===== config.mk =====
export PLATFORM = sky130hd
export DESIGN_NAME = add_subt_arbiter_flat
export DESIGN_NICKNAME = d
export VERILOG_FILES = /design/src/rtl/add_subt_arbiter_if.sv /design/src/rtl/add_subt_arbiter.sv /design/src/flat_wrapper.sv
export SDC_FILE = /design/constraint.sdc
export NUM_CORES = 1
export LEC_CHECK = 0
export BUFFER_PORTS_ARGS = -buffer_cell sky130_fd_sc_hd__buf_2
export CAP_MARGIN = 20
export CORE_MARGIN = 3
export CORE_UTILIZATION = 30
export DETAILED_ROUTE_END_ITERATION = 8
export PLACE_DENSITY_LB_ADDON = 0.12
export SLEW_MARGIN = 20
export SYNTH_ARGS = -nofsm -noshare
export SYNTH_HDL_FRONTEND = slang
export SYNTH_SLANG_ARGS = --single-unit

===== constraint.sdc =====
create_clock -name clk -period 4.4 [get_ports clk]
set_input_delay 0.22 -clock clk [delete_from_list [all_inputs] [get_ports clk]]
set_output_delay 0.22 -clock clk [all_outputs]
set_load 0.005 [all_outputs]

===== src/rtl/add_subt_arbiter_if.sv =====
// Handshake and datapath bundle shared by add_subt_arbiter and its environment.
// ADDSUB_ARB_ZERO_FLAG_EN adds the resp_zero_o response flag.
interface add_subt_arbiter_if #(
    parameter int SWR = 26
);
    logic           req0_valid_i;
    logic           req0_ready_o;
    logic           req0_op_i;
    logic [SWR-1:0] req0_a_i;
    logic [SWR-1:0] req0_b_i;
    logic           req1_valid_i;
    logic           req1_ready_o;
    logic           req1_op_i;
    logic [SWR-1:0] req1_a_i;
    logic [SWR-1:0] req1_b_i;
    logic           as_load_o;
    logic           as_op_o;
    logic [SWR-1:0] as_data_a_o;
    logic [SWR-1:0] as_data_b_o;
    logic [SWR-1:0] as_result_i;
    logic           as_carry_i;
    logic           resp_valid_o;
    logic           resp_ready_i;
    logic           resp_id_o;
    logic [SWR-1:0] resp_data_o;
    logic           resp_carry_o;
`ifdef ADDSUB_ARB_ZERO_FLAG_EN
    logic           resp_zero_o;
`endif

    modport slave (
        input  req0_valid_i, req0_op_i, req0_a_i, req0_b_i,
        input  req1_valid_i, req1_op_i, req1_a_i, req1_b_i,
        input  as_result_i, as_carry_i, resp_ready_i,
`ifdef ADDSUB_ARB_ZERO_FLAG_EN
        output resp_zero_o,
`endif
        output req0_ready_o, req1_ready_o,
        output as_load_o, as_op_o, as_data_a_o, as_data_b_o,
        output resp_valid_o, resp_id_o, resp_data_o, resp_carry_o
    );

    modport master (
        output req0_valid_i, req0_op_i, req0_a_i, req0_b_i,
        output req1_valid_i, req1_op_i, req1_a_i, req1_b_i,
        output as_result_i, as_carry_i, resp_ready_i,
`ifdef ADDSUB_ARB_ZERO_FLAG_EN
        input  resp_zero_o,
`endif
        input  req0_ready_o, req1_ready_o,
        input  as_load_o, as_op_o, as_data_a_o, as_data_b_o,
        input  resp_valid_o, resp_id_o, resp_data_o, resp_carry_o
    );
endinterface


===== src/rtl/add_subt_arbiter.sv =====
// Round-robin sequencer sharing one registered add/subtract datapath between two requesters.
// Optional ADDSUB_ARB_ZERO_FLAG_EN registers a result-is-zero flag with the response.
module add_subt_arbiter #(
    parameter int SWR = 26
) (
    input logic                clk,
    input logic                rst,
    add_subt_arbiter_if.slave  bus
);
    typedef enum logic [1:0] {
        IDLE  = 2'd0,
        ISSUE = 2'd1,
        CAPT  = 2'd2,
        RESP  = 2'd3
    } state_t;

    state_t         state_q, state_d;
    logic           last_grant_q, last_grant_d;
    logic           op_q, op_d;
    logic [SWR-1:0] a_q, a_d;
    logic [SWR-1:0] b_q, b_d;
    logic           id_q, id_d;
    logic           load_q, load_d;
    logic           carry_q, carry_d;
    logic [SWR-1:0] data_q, data_d;
    logic           valid_q, valid_d;
`ifdef ADDSUB_ARB_ZERO_FLAG_EN
    logic           zero_q, zero_d;
`endif

    logic grant_s;
    logic ready0_s;
    logic ready1_s;

    // Grant and combinational accept: contention goes to whoever was not served last.
    always_comb begin
        if (bus.req0_valid_i && bus.req1_valid_i) begin
            grant_s = ~last_grant_q;
        end else begin
            grant_s = bus.req1_valid_i;
        end
        ready0_s = (state_q == IDLE) && bus.req0_valid_i && (grant_s == 1'b0);
        ready1_s = (state_q == IDLE) && bus.req1_valid_i && (grant_s == 1'b1);
    end

    // Next-state and next-register values for the sequencer.
    always_comb begin
        state_d      = state_q;
        last_grant_d = last_grant_q;
        op_d         = op_q;
        a_d          = a_q;
        b_d          = b_q;
        id_d         = id_q;
        load_d       = 1'b0;
        carry_d      = carry_q;
        data_d       = data_q;
        valid_d      = valid_q;
`ifdef ADDSUB_ARB_ZERO_FLAG_EN
        zero_d       = zero_q;
`endif
        case (state_q)
            IDLE: begin
                if (ready0_s || ready1_s) begin
                    op_d         = ready1_s ? bus.req1_op_i : bus.req0_op_i;
                    a_d          = ready1_s ? bus.req1_a_i  : bus.req0_a_i;
                    b_d          = ready1_s ? bus.req1_b_i  : bus.req0_b_i;
                    id_d         = ready1_s;
                    last_grant_d = ready1_s;
                    load_d       = 1'b1;
                    state_d      = ISSUE;
                end else begin
                    state_d = IDLE;
                end
            end
            ISSUE: begin
                // Carry-out is combinational from the datapath, so it is only valid now.
                carry_d = bus.as_carry_i;
                state_d = CAPT;
            end
            CAPT: begin
                data_d  = bus.as_result_i;
`ifdef ADDSUB_ARB_ZERO_FLAG_EN
                zero_d  = (bus.as_result_i == {SWR{1'b0}});
`endif
                valid_d = 1'b1;
                state_d = RESP;
            end
            RESP: begin
                if (bus.resp_ready_i) begin
                    valid_d = 1'b0;
                    state_d = IDLE;
                end else begin
                    state_d = RESP;
                end
            end
            default: begin
                valid_d = 1'b0;
                state_d = IDLE;
            end
        endcase
    end

    // State and output registers; reset discards any in-flight operation.
    always_ff @(posedge clk) begin
        if (!rst) begin
            state_q      <= IDLE;
            last_grant_q <= 1'b1;
            op_q         <= 1'b0;
            a_q          <= {SWR{1'b0}};
            b_q          <= {SWR{1'b0}};
            id_q         <= 1'b0;
            load_q       <= 1'b0;
            carry_q      <= 1'b0;
            data_q       <= {SWR{1'b0}};
            valid_q      <= 1'b0;
`ifdef ADDSUB_ARB_ZERO_FLAG_EN
            zero_q       <= 1'b0;
`endif
        end else begin
            state_q      <= state_d;
            last_grant_q <= last_grant_d;
            op_q         <= op_d;
            a_q          <= a_d;
            b_q          <= b_d;
            id_q         <= id_d;
            load_q       <= load_d;
            carry_q      <= carry_d;
            data_q       <= data_d;
            valid_q      <= valid_d;
`ifdef ADDSUB_ARB_ZERO_FLAG_EN
            zero_q       <= zero_d;
`endif
        end
    end

    assign bus.req0_ready_o = ready0_s;
    assign bus.req1_ready_o = ready1_s;
    assign bus.as_load_o    = load_q;
    assign bus.as_op_o      = op_q;
    assign bus.as_data_a_o  = a_q;
    assign bus.as_data_b_o  = b_q;
    assign bus.resp_valid_o = valid_q;
    assign bus.resp_id_o    = id_q;
    assign bus.resp_data_o  = data_q;
    assign bus.resp_carry_o = carry_q;
`ifdef ADDSUB_ARB_ZERO_FLAG_EN
    assign bus.resp_zero_o  = zero_q;
`endif
endmodule


===== src/flat_wrapper.sv =====
// flat-port wrapper written by rule: the top's interface ports become plain ports
module add_subt_arbiter_flat 
#(
    parameter int SWR = 26
)
  (clk, rst, bus_req0_valid_i, bus_req0_op_i, bus_req0_a_i, bus_req0_b_i, bus_req1_valid_i, bus_req1_op_i, bus_req1_a_i, bus_req1_b_i, bus_as_result_i, bus_as_carry_i, bus_resp_ready_i, bus_req0_ready_o, bus_req1_ready_o, bus_as_load_o, bus_as_op_o, bus_as_data_a_o, bus_as_data_b_o, bus_resp_valid_o, bus_resp_id_o, bus_resp_data_o, bus_resp_carry_o);
  add_subt_arbiter_if #(.SWR(SWR)) bus_i ();
  input logic clk;
  input logic rst;
  input wire logic [$bits(bus_i.req0_valid_i)-1:0] bus_req0_valid_i;
  input wire logic [$bits(bus_i.req0_op_i)-1:0] bus_req0_op_i;
  input wire logic [$bits(bus_i.req0_a_i)-1:0] bus_req0_a_i;
  input wire logic [$bits(bus_i.req0_b_i)-1:0] bus_req0_b_i;
  input wire logic [$bits(bus_i.req1_valid_i)-1:0] bus_req1_valid_i;
  input wire logic [$bits(bus_i.req1_op_i)-1:0] bus_req1_op_i;
  input wire logic [$bits(bus_i.req1_a_i)-1:0] bus_req1_a_i;
  input wire logic [$bits(bus_i.req1_b_i)-1:0] bus_req1_b_i;
  input wire logic [$bits(bus_i.as_result_i)-1:0] bus_as_result_i;
  input wire logic [$bits(bus_i.as_carry_i)-1:0] bus_as_carry_i;
  input wire logic [$bits(bus_i.resp_ready_i)-1:0] bus_resp_ready_i;
  output wire logic [$bits(bus_i.req0_ready_o)-1:0] bus_req0_ready_o;
  output wire logic [$bits(bus_i.req1_ready_o)-1:0] bus_req1_ready_o;
  output wire logic [$bits(bus_i.as_load_o)-1:0] bus_as_load_o;
  output wire logic [$bits(bus_i.as_op_o)-1:0] bus_as_op_o;
  output wire logic [$bits(bus_i.as_data_a_o)-1:0] bus_as_data_a_o;
  output wire logic [$bits(bus_i.as_data_b_o)-1:0] bus_as_data_b_o;
  output wire logic [$bits(bus_i.resp_valid_o)-1:0] bus_resp_valid_o;
  output wire logic [$bits(bus_i.resp_id_o)-1:0] bus_resp_id_o;
  output wire logic [$bits(bus_i.resp_data_o)-1:0] bus_resp_data_o;
  output wire logic [$bits(bus_i.resp_carry_o)-1:0] bus_resp_carry_o;
  assign bus_i.req0_valid_i = bus_req0_valid_i;
  assign bus_i.req0_op_i = bus_req0_op_i;
  assign bus_i.req0_a_i = bus_req0_a_i;
  assign bus_i.req0_b_i = bus_req0_b_i;
  assign bus_i.req1_valid_i = bus_req1_valid_i;
  assign bus_i.req1_op_i = bus_req1_op_i;
  assign bus_i.req1_a_i = bus_req1_a_i;
  assign bus_i.req1_b_i = bus_req1_b_i;
  assign bus_i.as_result_i = bus_as_result_i;
  assign bus_i.as_carry_i = bus_as_carry_i;
  assign bus_i.resp_ready_i = bus_resp_ready_i;
  assign bus_req0_ready_o = bus_i.req0_ready_o;
  assign bus_req1_ready_o = bus_i.req1_ready_o;
  assign bus_as_load_o = bus_i.as_load_o;
  assign bus_as_op_o = bus_i.as_op_o;
  assign bus_as_data_a_o = bus_i.as_data_a_o;
  assign bus_as_data_b_o = bus_i.as_data_b_o;
  assign bus_resp_valid_o = bus_i.resp_valid_o;
  assign bus_resp_id_o = bus_i.resp_id_o;
  assign bus_resp_data_o = bus_i.resp_data_o;
  assign bus_resp_carry_o = bus_i.resp_carry_o;
  add_subt_arbiter #(.SWR(SWR)) u_core (.clk(clk), .rst(rst), .bus(bus_i));
endmodule

==> results summary, run 1 <==
The run finished with clean final reports. The detailed router finished its first iteration with 188 violations. The first global-routing pass estimated 19.8 mm of wire. The final critical path time including I/O delays and setup is 2170 ps. The count of input and output buffers is 222. After detailed placement, the total cell area comes to 0.00507 mm^2.

The cell count after synthesis came out at 450. The instance count after placement with tap cells included came out at 805. Routability-driven placement finished with a final weighted congestion of 0.733. The post-detailed-route DRC marker count is 0. The unique cell type count in the Yosys netlist is 28. After clock tree synthesis, the repair step resized 0 gates. The via density per instance is 4.78. Setup repair after global routing left no endpoint under its margin. STA classifies the critical path startpoint as a flop.

The filler cells instantiated in the layout total 1,329. In this run the remaining antenna-violating nets after routing total 0. Grouping stages by cell kind, the critical path spends the most delay in simple AND/OR/NAND/NOR gates.

The later pin in the worst-skew pair is clocked with a latency of 340 ps. In the final routed layout, each cell accounts on average for 15.4 um. The arrival time at the worst endpoint is 1950 ps. The peak ir drop on the vdd network came out at 151 uV. The worst slew margin relative to its limit came out at 0.359. The worst clock skew is 4.01 ps. The capturing element type of the critical path is a primary output. Entering global routing, the biggest net connects 56 pins. The area growth from synthesis to layout is 37.9%. The count of max-cap constraint violations came out at 0.

The area of all placed cells without fillers is 0.00538 mm^2. The layout cell share with drive strength beyond 1 came out at 0.469. The hold violation count in the final report is 0. In the layout the commonest cells are 222 x buf_2, 141 x nand2_1, 86 x dfxtp_1, 48 x nor3_1, 44 x a311oi_2. The initial cell density of the core came out at 0.308. The area of the core came out at 0.0127 mm^2. The slowest stage of the critical path is the nand2_2 cell. The post-synth net total came out at 588. The critical path goes through nor2_2 -> nand2_2 -> inv_1 -> buf_2. Dividing total power by cell area gives a power density of 386 mW/mm^2. The average size of a mapped cell came out at 8.66 um^2. The number of detailed-routing iterations run before antenna repair came out at 4.

The final layout contains 783 nets. The number of antenna repair diodes is 0. At the worst endpoint, the required time is 4180 ps. The total via count after detailed routing is 3,926.

The final sum of negative setup slack is 0 ps. In this run the worst hold path is classified as input port to flop. The number of sinks on the clock net came out at 86.

The TritonCTS clock tree is built. The final clock period utilization by the worst path came out at 0.493. Along the worst path, the maximum fanout reaches 30. The reported leakage power is 2.34 nW. 223 I/O pins were placed. The number of setup violations in the final report came out at 0. The number of global-route vias before repair is 3,843.

The clock-pin slew of the registers on the worst-case setup and hold paths is 60 ps. The number of clock buffers added by TritonCTS is 9. The cell area after synthesis is 0.00390 mm^2. The H-tree generated during clock tree synthesis spans 3 levels.

The transition at the pin with the smallest max-transition slack came out at 961 ps. The final layout contains routed wiring with a total length of 12.7 mm. The count of placed standard cells in the final layout, fillers left out came out at 822. The post-cts hold buffer count is 0. The count of state elements after synthesis came out at 86. The floorplan step set the die height to 120 um. The global route total overflow is 0. The HPWL after detailed placement is 8.71 mm.

The path type of the worst setup path is flop to primary output. The number of placement rows came out at 41. For this run, the total global-route usage over all layers was measured as 0.174. Post-CTS timing repair inserted 0 buffers for setup. The deepest clock path buffer count is 2. The die covers 0.0144 mm^2. The number of max-slew violations in the final report is 0. The initial antenna violation count is 0. For this run, the register share of the synthesized area comes to 0.442. Measured along the x axis, the die boundary spans 120 um. The cell chosen for the clock root is clkbuf_16.

The number of warnings reported in the yosys synthesis log is 0. The commonest non-fill, non-tap cell in the layout is buf_2. The longest individual stage delay on the worst path is 580 ps.

Based on the critical path, the design can be clocked at up to 461 MHz. The count of buffering cells on the critical path with inverters included came out at 2.
final cells by class:
cell class              count  area, um^2  share of cell area
clock inverters             5        50.0             0.00931
inverters                   2        8.76             0.00163
well taps                 172         215              0.0400
clock buffers              11         233              0.0433
multi-input cells         317        1930               0.359
repair buffers            229        1220               0.226
flip-flops and latches     86        1720               0.320
worst reg2reg max path, delay by kind of cell, from the launching register on:
kind / cells / cell delay (ps)
simple gates: 2 / 890
buf+inv: 1 / 510
flops: 1 / 410
compound gates: 1 / 250
per-stage QoR:
| step | power, W | hold slack, ps | worst slack (ps) | utilization |
|---|---|---|---|---|
| final | 0.00208 | 109 | 2230 | 0.424 |
| after floorplan | 0.00117 | 292 | 3000 | - |
| after global routing | 0.00220 | 104 | 2050 | 0.424 |
| after detailed placement | 0.00135 | 444 | 2260 | 0.400 |
| after global placement | 0.00134 | 438 | 2300 | 0.396 |
| after CTS | 0.00210 | 87.9 | 2230 | 0.422 |
flip-flops by register name (all words and copies together) (netlist names):
| name | flops |
|---|---|
| u_core.bus.as_data_a_o | 26 |
| u_core.bus.as_data_b_o | 26 |
| u_core.bus.resp_data_o | 26 |
| u_core.state_q | 2 |
| u_core.bus.resp_id_o | 1 |
| u_core.bus.resp_valid_o | 1 |
| u_core.bus.as_load_o | 1 |
| u_core.bus.resp_carry_o | 1 |
| u_core.bus.as_op_o | 1 |
| u_core.last_grant_q | 1 |
path summary, 6_finish.rpt:
path | from | endpoint | slack, ps | cells after the start
min | rst | u_core.last_grant_q | 110 | 2
max reg2reg | u_core.state_q[1] | u_core.bus.as_data_b_o[21] | 2240 | 4
max | u_core.state_q[1] | bus_req1_ready_o | 2230 | 4
min reg2reg | u_core.bus.resp_data_o[25] | u_core.bus.resp_data_o[25] | 450 | 2
power by group:
part           total (W)  switching (W)  internal, W  leakage [nW]
clock           0.000739       0.000303     0.000436         0.143
sequential      0.000896      0.0000437     0.000853         0.707
combinational   0.000440       0.000245     0.000195          1.49
total            0.00208       0.000592      0.00148          2.34
logic make-up (layout without fill, tap and decap cells):
kind of cell / count (synthesis) / count (layout) / synth area share
mux: 1 / 1 / 0.00257
compound gates: 91 / 91 / 0.239
buf+inv: 47 / 247 / 0.0652
simple gates: 225 / 225 / 0.252
flops: 86 / 86 / 0.442
layer usage:
layer  vias to the layer above  share of wire  GRT usage
met5                         -              0          0
met4                         0          0.019     0.0730
met3                        16          0.067     0.0401
met2                       147           0.46      0.274
met1                      1802           0.46      0.228
li1                       1961              -          -
synth_stat cells (all sizes together):
master / instances / share of area
nand2: 152 / 0.15
dfxtp: 86 / 0.44
nor3: 48 / 0.062
a311oi: 47 / 0.18
a21oi: 28 / 0.036
clkbuf: 23 / 0.022
buf: 22 / 0.041
nand3: 13 / 0.017
a31oi: 7 / 0.011
nor2: 6 / 0.0064
o21ai: 6 / 0.0077
inv: 2 / 0.0019
nand2b: 2 / 0.0032
a21bo: 1 / 0.0026
a21boi: 1 / 0.0029
a2bb2oi: 1 / 0.0022
mux2i: 1 / 0.0026
nor2b: 1 / 0.0016
nor3b: 1 / 0.0048
or2: 1 / 0.0016
or3b: 1 / 0.0022
Power figures use the tool's default switching activity.
==> run 2: changes to the inputs <==
- clock period: 4.4 -> 2.05 ns (I/O delays scaled with it)
==> run 2 against run 1 <==
Compared with the run above: via count is 3.8% higher; global-route usage grew 0.21 points; critical path depth unchanged; utilization up 1.5 points; largest power group unchanged.
==> results summary, run 2 (same netlist as run 1, synthesis figures left out) <==
The flow ran to the end, and the final reports show no timing, DRC or antenna violations. The family with the most delay on the worst path is simple AND/OR/NAND/NOR gates. The worst clock skew is 4.76 ps (+0.756 ps).

The insertion delay to the later sink of the worst-skew pair came out at 330 ps (about the same). The arrival time at the worst endpoint came to 1780 ps (-170 ps). The area growth from synthesis to final layout is 42.7%. The number of H-tree branching levels was 3 (unchanged). The number of placed I/O pins is 223 (unchanged). The count of max-cap constraint violations came out at 0 (unchanged). The deepest clock path buffer count came to 2 (unchanged).

The internal power contribution is 0.00312 W (+110%). The largest net degree at the start of global routing is 54 (-3.6%). The number of global-route vias before repair came out at 4,156 (+8.1%). The path type of the worst setup path is flop to primary output. The peak ir drop on the vdd network is 366 uV (+140%). The clock-pin slew of the registers on the worst-case setup and hold paths came to 60 ps (about the same). The largest fanout of any net on the critical path is 24 (-20%).

The critical path goes through or3b_2 -> buf_4 -> nor2_1 -> buf_2. The total number of nets in the final design was 810 (+3.4%). In this run the critical register-to-register path is launched from u_core.state_q[0]. The share of total power in combinational logic is 0.221 (+0.009). TritonCTS built the clock tree.

The detailed-placement wirelength estimate is 8.56 mm (-1.7%). The number of placement rows came out at 41 (unchanged). The relative contribution of sequential cells to total power is 0.438 (+0.006).

The worst hold margin came out at 12.1 ps (-96.7 ps). The slowest cell on the critical path is or3b_2. The total routing usage reported by global routing is 0.176 (+0.00206). The switching part of the total power is 0.289 (+0.00345). The tightest min-delay check is of the input port to flop type. The capture instance of the worst register-to-register path is u_core.bus.as_data_b_o[12]. The placed standard-cell area came out at 0.00508 mm^2 (+0.15%). The count of placed standard cells in the final layout, fillers left out came to 849 (+3.3%). The worst slew margin relative to its limit is 0.525 (+0.166). The number of detailed-routing iterations run before antenna repair is 4 (unchanged). The library cell used most frequently in the layout, excluding fill and tap cells, is buf_2. The via density per instance came to 4.80 (+0.49%).

In the layout the commonest cells are 222 x buf_2, 141 x nand2_1, 86 x dfxtp_1, 48 x nor3_1, 44 x a311oi_2. The power spent charging and discharging nets is 0.00127 W (+110%). The number of max-slew violations in the final report came out at 0 (unchanged). The total length of routed wires is 12.7 mm (+0.58%). The initial cell density of the core is 0.308 (unchanged).

Static timing analysis puts the maximum clock frequency at 532 MHz. The die extent in y came to 120 um (unchanged). The number of antenna repair diodes is 0 (unchanged). The area of the core is 0.0127 mm^2 (unchanged). The initial antenna violation count came out at 0 (unchanged).

The path with the worst hold slack has its endpoint at u_core.bus.resp_data_o[13]. The required arrival time at the worst endpoint came out at 1950 ps (-2230 ps). The total via count after detailed routing came out at 4,075 (+3.8%). The worst setup path is launched from a flop. The number of DRC markers in iteration 0 came to 145 (-23%).

The count of buffering cells on the critical path with inverters included is 2 (unchanged). The transition at the pin with the smallest max-transition slack is 712 ps (-249 ps). The part of the power in the clock network was 0.341 (-0.015). The power per standard cell area is 788 mW/mm^2 (+100%). The number of setup violations in the final report came to 0 (unchanged). The count of input and output buffers is 222 (unchanged). The flop-to-flop setup slack is 450 ps (-1790 ps). The total die area is 0.0144 mm^2 (unchanged). The number of sinks on the clock net is 86 (unchanged).

The post-detailed-route DRC marker count came out at 0 (unchanged). The hold violation count in the final report came to 0 (unchanged). The worst hold path begins at bus_as_result_i[13]. The layout cell share with drive strength beyond 1 is 0.459 (-0.00985). The area of all placed cells without fillers is 0.00556 mm^2 (+3.5%). The reported leakage power is 2.43 nW (+3.7%). The final sum of negative setup slack is 0 ps (unchanged).

The global route total overflow came to 0 (unchanged). The placer congestion estimate was 0.725 (-1.1%). The depth of the worst register-to-register path came out at 4 (unchanged). In the finished design, the share of the clock period the worst path needs comes to 0.917. The average wire per cell in the routed design was 15.0 um (-2.6%). The final critical path time including I/O delays and setup came out at 1880 ps. The depth of the worst hold-timing path is 3 (+1). The longest individual stage delay on the worst path came out at 530 ps (-50 ps). The cell chosen for the clock root is clkbuf_16. The worst setup path is captured at a primary output. The global-route wire length before repair was 20.3 mm (+2.1%). Setup repair after global routing left no endpoint under its margin. The number of CTS-inserted buffers is 9 (unchanged). The remaining number of nets flagged by the antenna check after routing came out at 0 (unchanged). The instance count after placement with tap cells included came out at 812 (+0.87%).

The width of the die is 120 um (unchanged).
run 2: how the worst max path moves through the flow:
| stage | depth (start not counted) | start | endpoint | slack (ps) |
|---|---|---|---|---|
| 6_report | 4 | u_core.state_q[1] | bus_req0_ready_o | 170 |
| 5_1_grt | 5 | u_core.state_q[1] | bus_req1_ready_o | 30 |
| 4_1_cts | 5 | u_core.state_q[1] | bus_req1_ready_o | 100 |
| 3_5_place_dp | 4 | u_core.state_q[1] | u_core.bus.as_data_b_o[12] | 250 |
| 3_3_place_gp | 4 | u_core.state_q[1] | u_core.bus.as_data_b_o[22] | 330 |
| 2_1_floorplan | 6 | u_core.state_q[1] | u_core.bus.as_data_a_o[0] | 650 |
run 2: routing by layer:
metal / GRT usage / vias to the layer above / share of wire
li1: - / 2024 / -
met1: 0.215 / 1871 / 0.42
met2: 0.292 / 164 / 0.48
met3: 0.0509 / 16 / 0.082
met4: 0.0673 / 0 / 0.020
met5: 0 / - / 0
run 2: repair_timing:
item	in CTS	in global routing
hold buffers	21	0
gates resized for setup	1	1
endpoints found under the setup margin	1	1
hold endpoints to repair	21	0
gates cloned	0	0
buffers inserted	0	0
run 2: power groups by stage:
stage	Combinational, W	Clock, W	Sequential, W
finish	0.000970	0.00149	0.00192
global route	0.00107	0.00163	0.00194
CTS	0.000985	0.00155	0.00192
detailed placement	0.000953	0	0.00195
global placement	0.000939	0	0.00195
floorplan	0.000553	0	0.00195
run 2: layout make-up:
| cell class | instances | area [um^2] |
|---|---|---|
| clock buffer | 12 | 246 |
| sequential | 86 | 1720 |
| multi-input combinational | 317 | 1920 |
| inverter | 2 | 8.76 |
| tap | 172 | 215 |
| fill | 1277 | 7110 |
| clock inverter | 4 | 22.5 |
| timing repair buffer | 256 | 1430 |
run 2: tightest hold or removal path: cells and delay by family:
kind	cells	cell delay [ps]
AOI/OAI and AO/OA	1	50
buffers and inverters	1	100
and+or+nand+nor	1	50
run 2: stage by stage:
| stage | utilization | setup WS (ps) | total power (W) |
|---|---|---|---|
| after global routing | 0.439 | 28.2 | 0.00464 |
| after floorplan | - | 650 | 0.00251 |
| after detailed placement | 0.401 | 245 | 0.00290 |
| after global placement | 0.401 | 328 | 0.00289 |
| final | 0.439 | 169 | 0.00438 |
| after CTS | 0.439 | 98.0 | 0.00445 |
==> run 3: changes to the inputs <==
- CTS_BUF_LIST: unset -> sky130_fd_sc_hd__clkbuf_16
==> run 3 against run 2 <==
Compared with the run above: design area is 0.18% lower; power is 0.96% lower; non-clock buffer count stayed put; highest routed layer unchanged.
==> results summary, run 3 (same netlist as run 1, synthesis figures left out) <==
The total die area came to 0.0144 mm^2 (unchanged). The initial cell density of the core is 0.308 (unchanged). The remaining number of nets flagged by the antenna check after routing came to 0 (unchanged). The most critical setup path has its endpoint at bus_req0_ready_o.

The number of stages on the worst setup path came out at 4 (unchanged). The number of max-slew violations in the final report came out at 0 (unchanged). The worst clock skew came out at 4.75 ps (-0.00966 ps).

The peak ir drop on the vdd network was 366 uV (-0.13%). The number of CTS-inserted buffers came out at 9 (unchanged). The share of the core filled with cells is 0.438 (-0.000790).

The area growth from synthesis to final layout came out at 42.4%. The arrival time at the worst endpoint is 1780 ps (about the same). The total routing usage reported by global routing came out at 0.176 (unchanged). The number of antenna repair diodes is 0 (unchanged). The number of H-tree branching levels is 3 (unchanged).

Setup repair after global routing left no endpoint under its margin. The insertion delay to the later sink of the worst-skew pair was 330 ps (about the same). The top cell types in the final layout, fill and taps aside, are 222 x buf_2, 141 x nand2_1, 86 x dfxtp_1, 48 x nor3_1, 44 x a311oi_2. The transition at the pin with the smallest max-transition slack is 713 ps (+0.889 ps). The global-route wire length before repair came to 20.3 mm (unchanged). The required arrival time at the worst endpoint came out at 1950 ps (about the same). The number of setup violations in the final report is 0 (unchanged). The area of the core is 0.0127 mm^2 (unchanged). The count of buffering cells on the critical path with inverters included is 2 (unchanged). The clock-pin slew of the registers on the worst-case setup and hold paths came out at 60 ps (about the same). The post-detailed-route DRC marker count came out at 0 (unchanged). The number of placement rows came to 41 (unchanged). The count of placed standard cells in the final layout, fillers left out is 849 (unchanged). The global route total overflow came out at 0 (unchanged).

The via density per instance is 4.79 (-0.15%). The average wire per cell in the routed design is 15.0 um (+0.21%). The post-CTS repair timing setup buffer count is 0 (unchanged). On the critical path, the stage with the largest delay is an instance of or3b_2.

The largest net degree at the start of global routing is 54 (unchanged). The critical path launch point type is a flop. On the critical path the largest part of the delay comes from simple AND/OR/NAND/NOR gates. The flop-to-flop setup slack is 450 ps (about the same). The depth of the worst hold-timing path was 3 (unchanged). The instance count after placement with tap cells included came out at 812 (unchanged).

The hold violation count in the final report came out at 0 (unchanged). The critical path is of the flop to primary output type. The count of input and output buffers came out at 222 (unchanged). The number of placed I/O pins is 223 (unchanged). The capture instance of the worst register-to-register path is u_core.bus.as_data_b_o[12]. The run finished with clean final reports. The worst slew margin relative to its limit came out at 0.525 (-0.000593). The worst setup path is captured at a primary output. The power per standard cell area came out at 782 mW/mm^2 (-0.79%). The most critical setup path has its startpoint at u_core.state_q[1]. The min-delay analysis places its worst path in the category input port to flop. The layout cell share with drive strength beyond 1 is 0.458 (-0.00148). The largest fanout of any net on the critical path is 24 (unchanged).

The deepest clock path buffer count is 2 (unchanged). The number of detailed-routing iterations run before antenna repair came out at 4 (unchanged). The placer congestion estimate is 0.725 (unchanged). The final critical path time including I/O delays and setup is 1880 ps (+1.69 ps). The total via count after detailed routing came to 4,069 (-0.15%). The longest individual stage delay on the worst path is 530 ps (about the same). TritonCTS built the clock tree.

The total length of routed wires came out at 12.8 mm (+0.21%). The startpoint identified for the worst register-to-register timing path is u_core.state_q[0]. The library cell used most frequently in the layout, excluding fill and tap cells, is buf_2. The depth of the worst register-to-register path is 4 (unchanged).

The number of sinks on the clock net was 86 (unchanged). The number of DRC markers in iteration 0 was 125 (-14%). The maximum operating frequency was 531 MHz (about the same).

The total power came out at 0.00434 W (-0.96%). The detailed-placement wirelength estimate came to 8.56 mm (unchanged). The number of global-route vias before repair came to 4,156 (unchanged).

The final sum of negative setup slack came to 0 ps (unchanged). The initial antenna violation count is 0 (unchanged). The cell chosen for the clock root is clkbuf_16. The final clock period utilization by the worst path is 0.918 (about the same). The total number of nets in the final design came out at 810 (unchanged). The reported leakage power came out at 2.43 nW (+0.11%). The width of the die was 120 um (unchanged).

Walking the worst path, the cells encountered are or3b_2 -> buf_4 -> nor2_1 -> buf_2. The die extent in y is 120 um (unchanged). The count of max-cap constraint violations is 0 (unchanged).
## run 3: changes by cell type in the layout (fill, tap and decap cells not counted)
cell,previous run,this run
inv_1,1,3
clkinv_1,0,1
clkbuf_8,2,1
clkbuf_1,2,0
## run 3: how the worst min path moves through the flow
stage	start	end	slack (ps)
4_1_cts	bus_as_result_i[13]	u_core.bus.resp_data_o[13]	0.7
2_1_floorplan	rst	u_core.last_grant_q	170
3_5_place_dp	rst	u_core.last_grant_q	320
6_report	bus_as_result_i[13]	u_core.bus.resp_data_o[13]	10
5_1_grt	bus_as_result_i[6]	u_core.bus.resp_data_o[6]	20
3_3_place_gp	rst	u_core.last_grant_q	320
## run 3: per-layer routing
metal / vias to the layer above / part of all wire / wire length (um) / GRT usage
met5: - / 0 / 0 / 0
met4: 0 / 0.018 / 233 / 0.0673
met3: 15 / 0.077 / 985 / 0.0509
met2: 150 / 0.47 / 6050 / 0.292
met1: 1881 / 0.43 / 5490 / 0.215
li1: 2023 / - / - / -
## run 3: tightest hold or removal path: stages
cell	delay (ps)
buf_2	100
nand2_1	50
a21oi_1	50
## run 3: per-stage QoR
| step | area (um^2) | setup WS, ps | hold WS (ps) |
|---|---|---|---|
| floorplan | 3900 | 650 | 174 |
| global placement | 5080 | 328 | 321 |
| detailed placement | 5080 | 245 | 323 |
| CTS | 5550 | 98.9 | 0.660 |
| global route | 5550 | 29.1 | 16.8 |
| finish | 5550 | 168 | 12.3 |
## run 3: power by group
group	internal, W	switching (W)
Clock	0.000801	0.000650
Sequential	0.00183	0.0000886
Combinational	0.000439	0.000532
Total	0.00307	0.00127
## run 3: area by class of cell
type	count	area (um^2)
Clock inverter	7	33.8
Sequential cell	86	1720
Multi-Input combinational cell	317	1920
Fill cell	1278	7120
Inverter	2	8.76
Tap cell	172	215
Timing Repair Buffer	256	1430
Clock buffer	9	225
## run 3: what timing repair did
action	in CTS	in global routing
pin swaps	0	0
resized for setup	1	1
hold endpoints to repair	21	0
endpoints found under the setup margin	1	1
hold buffers	21	0
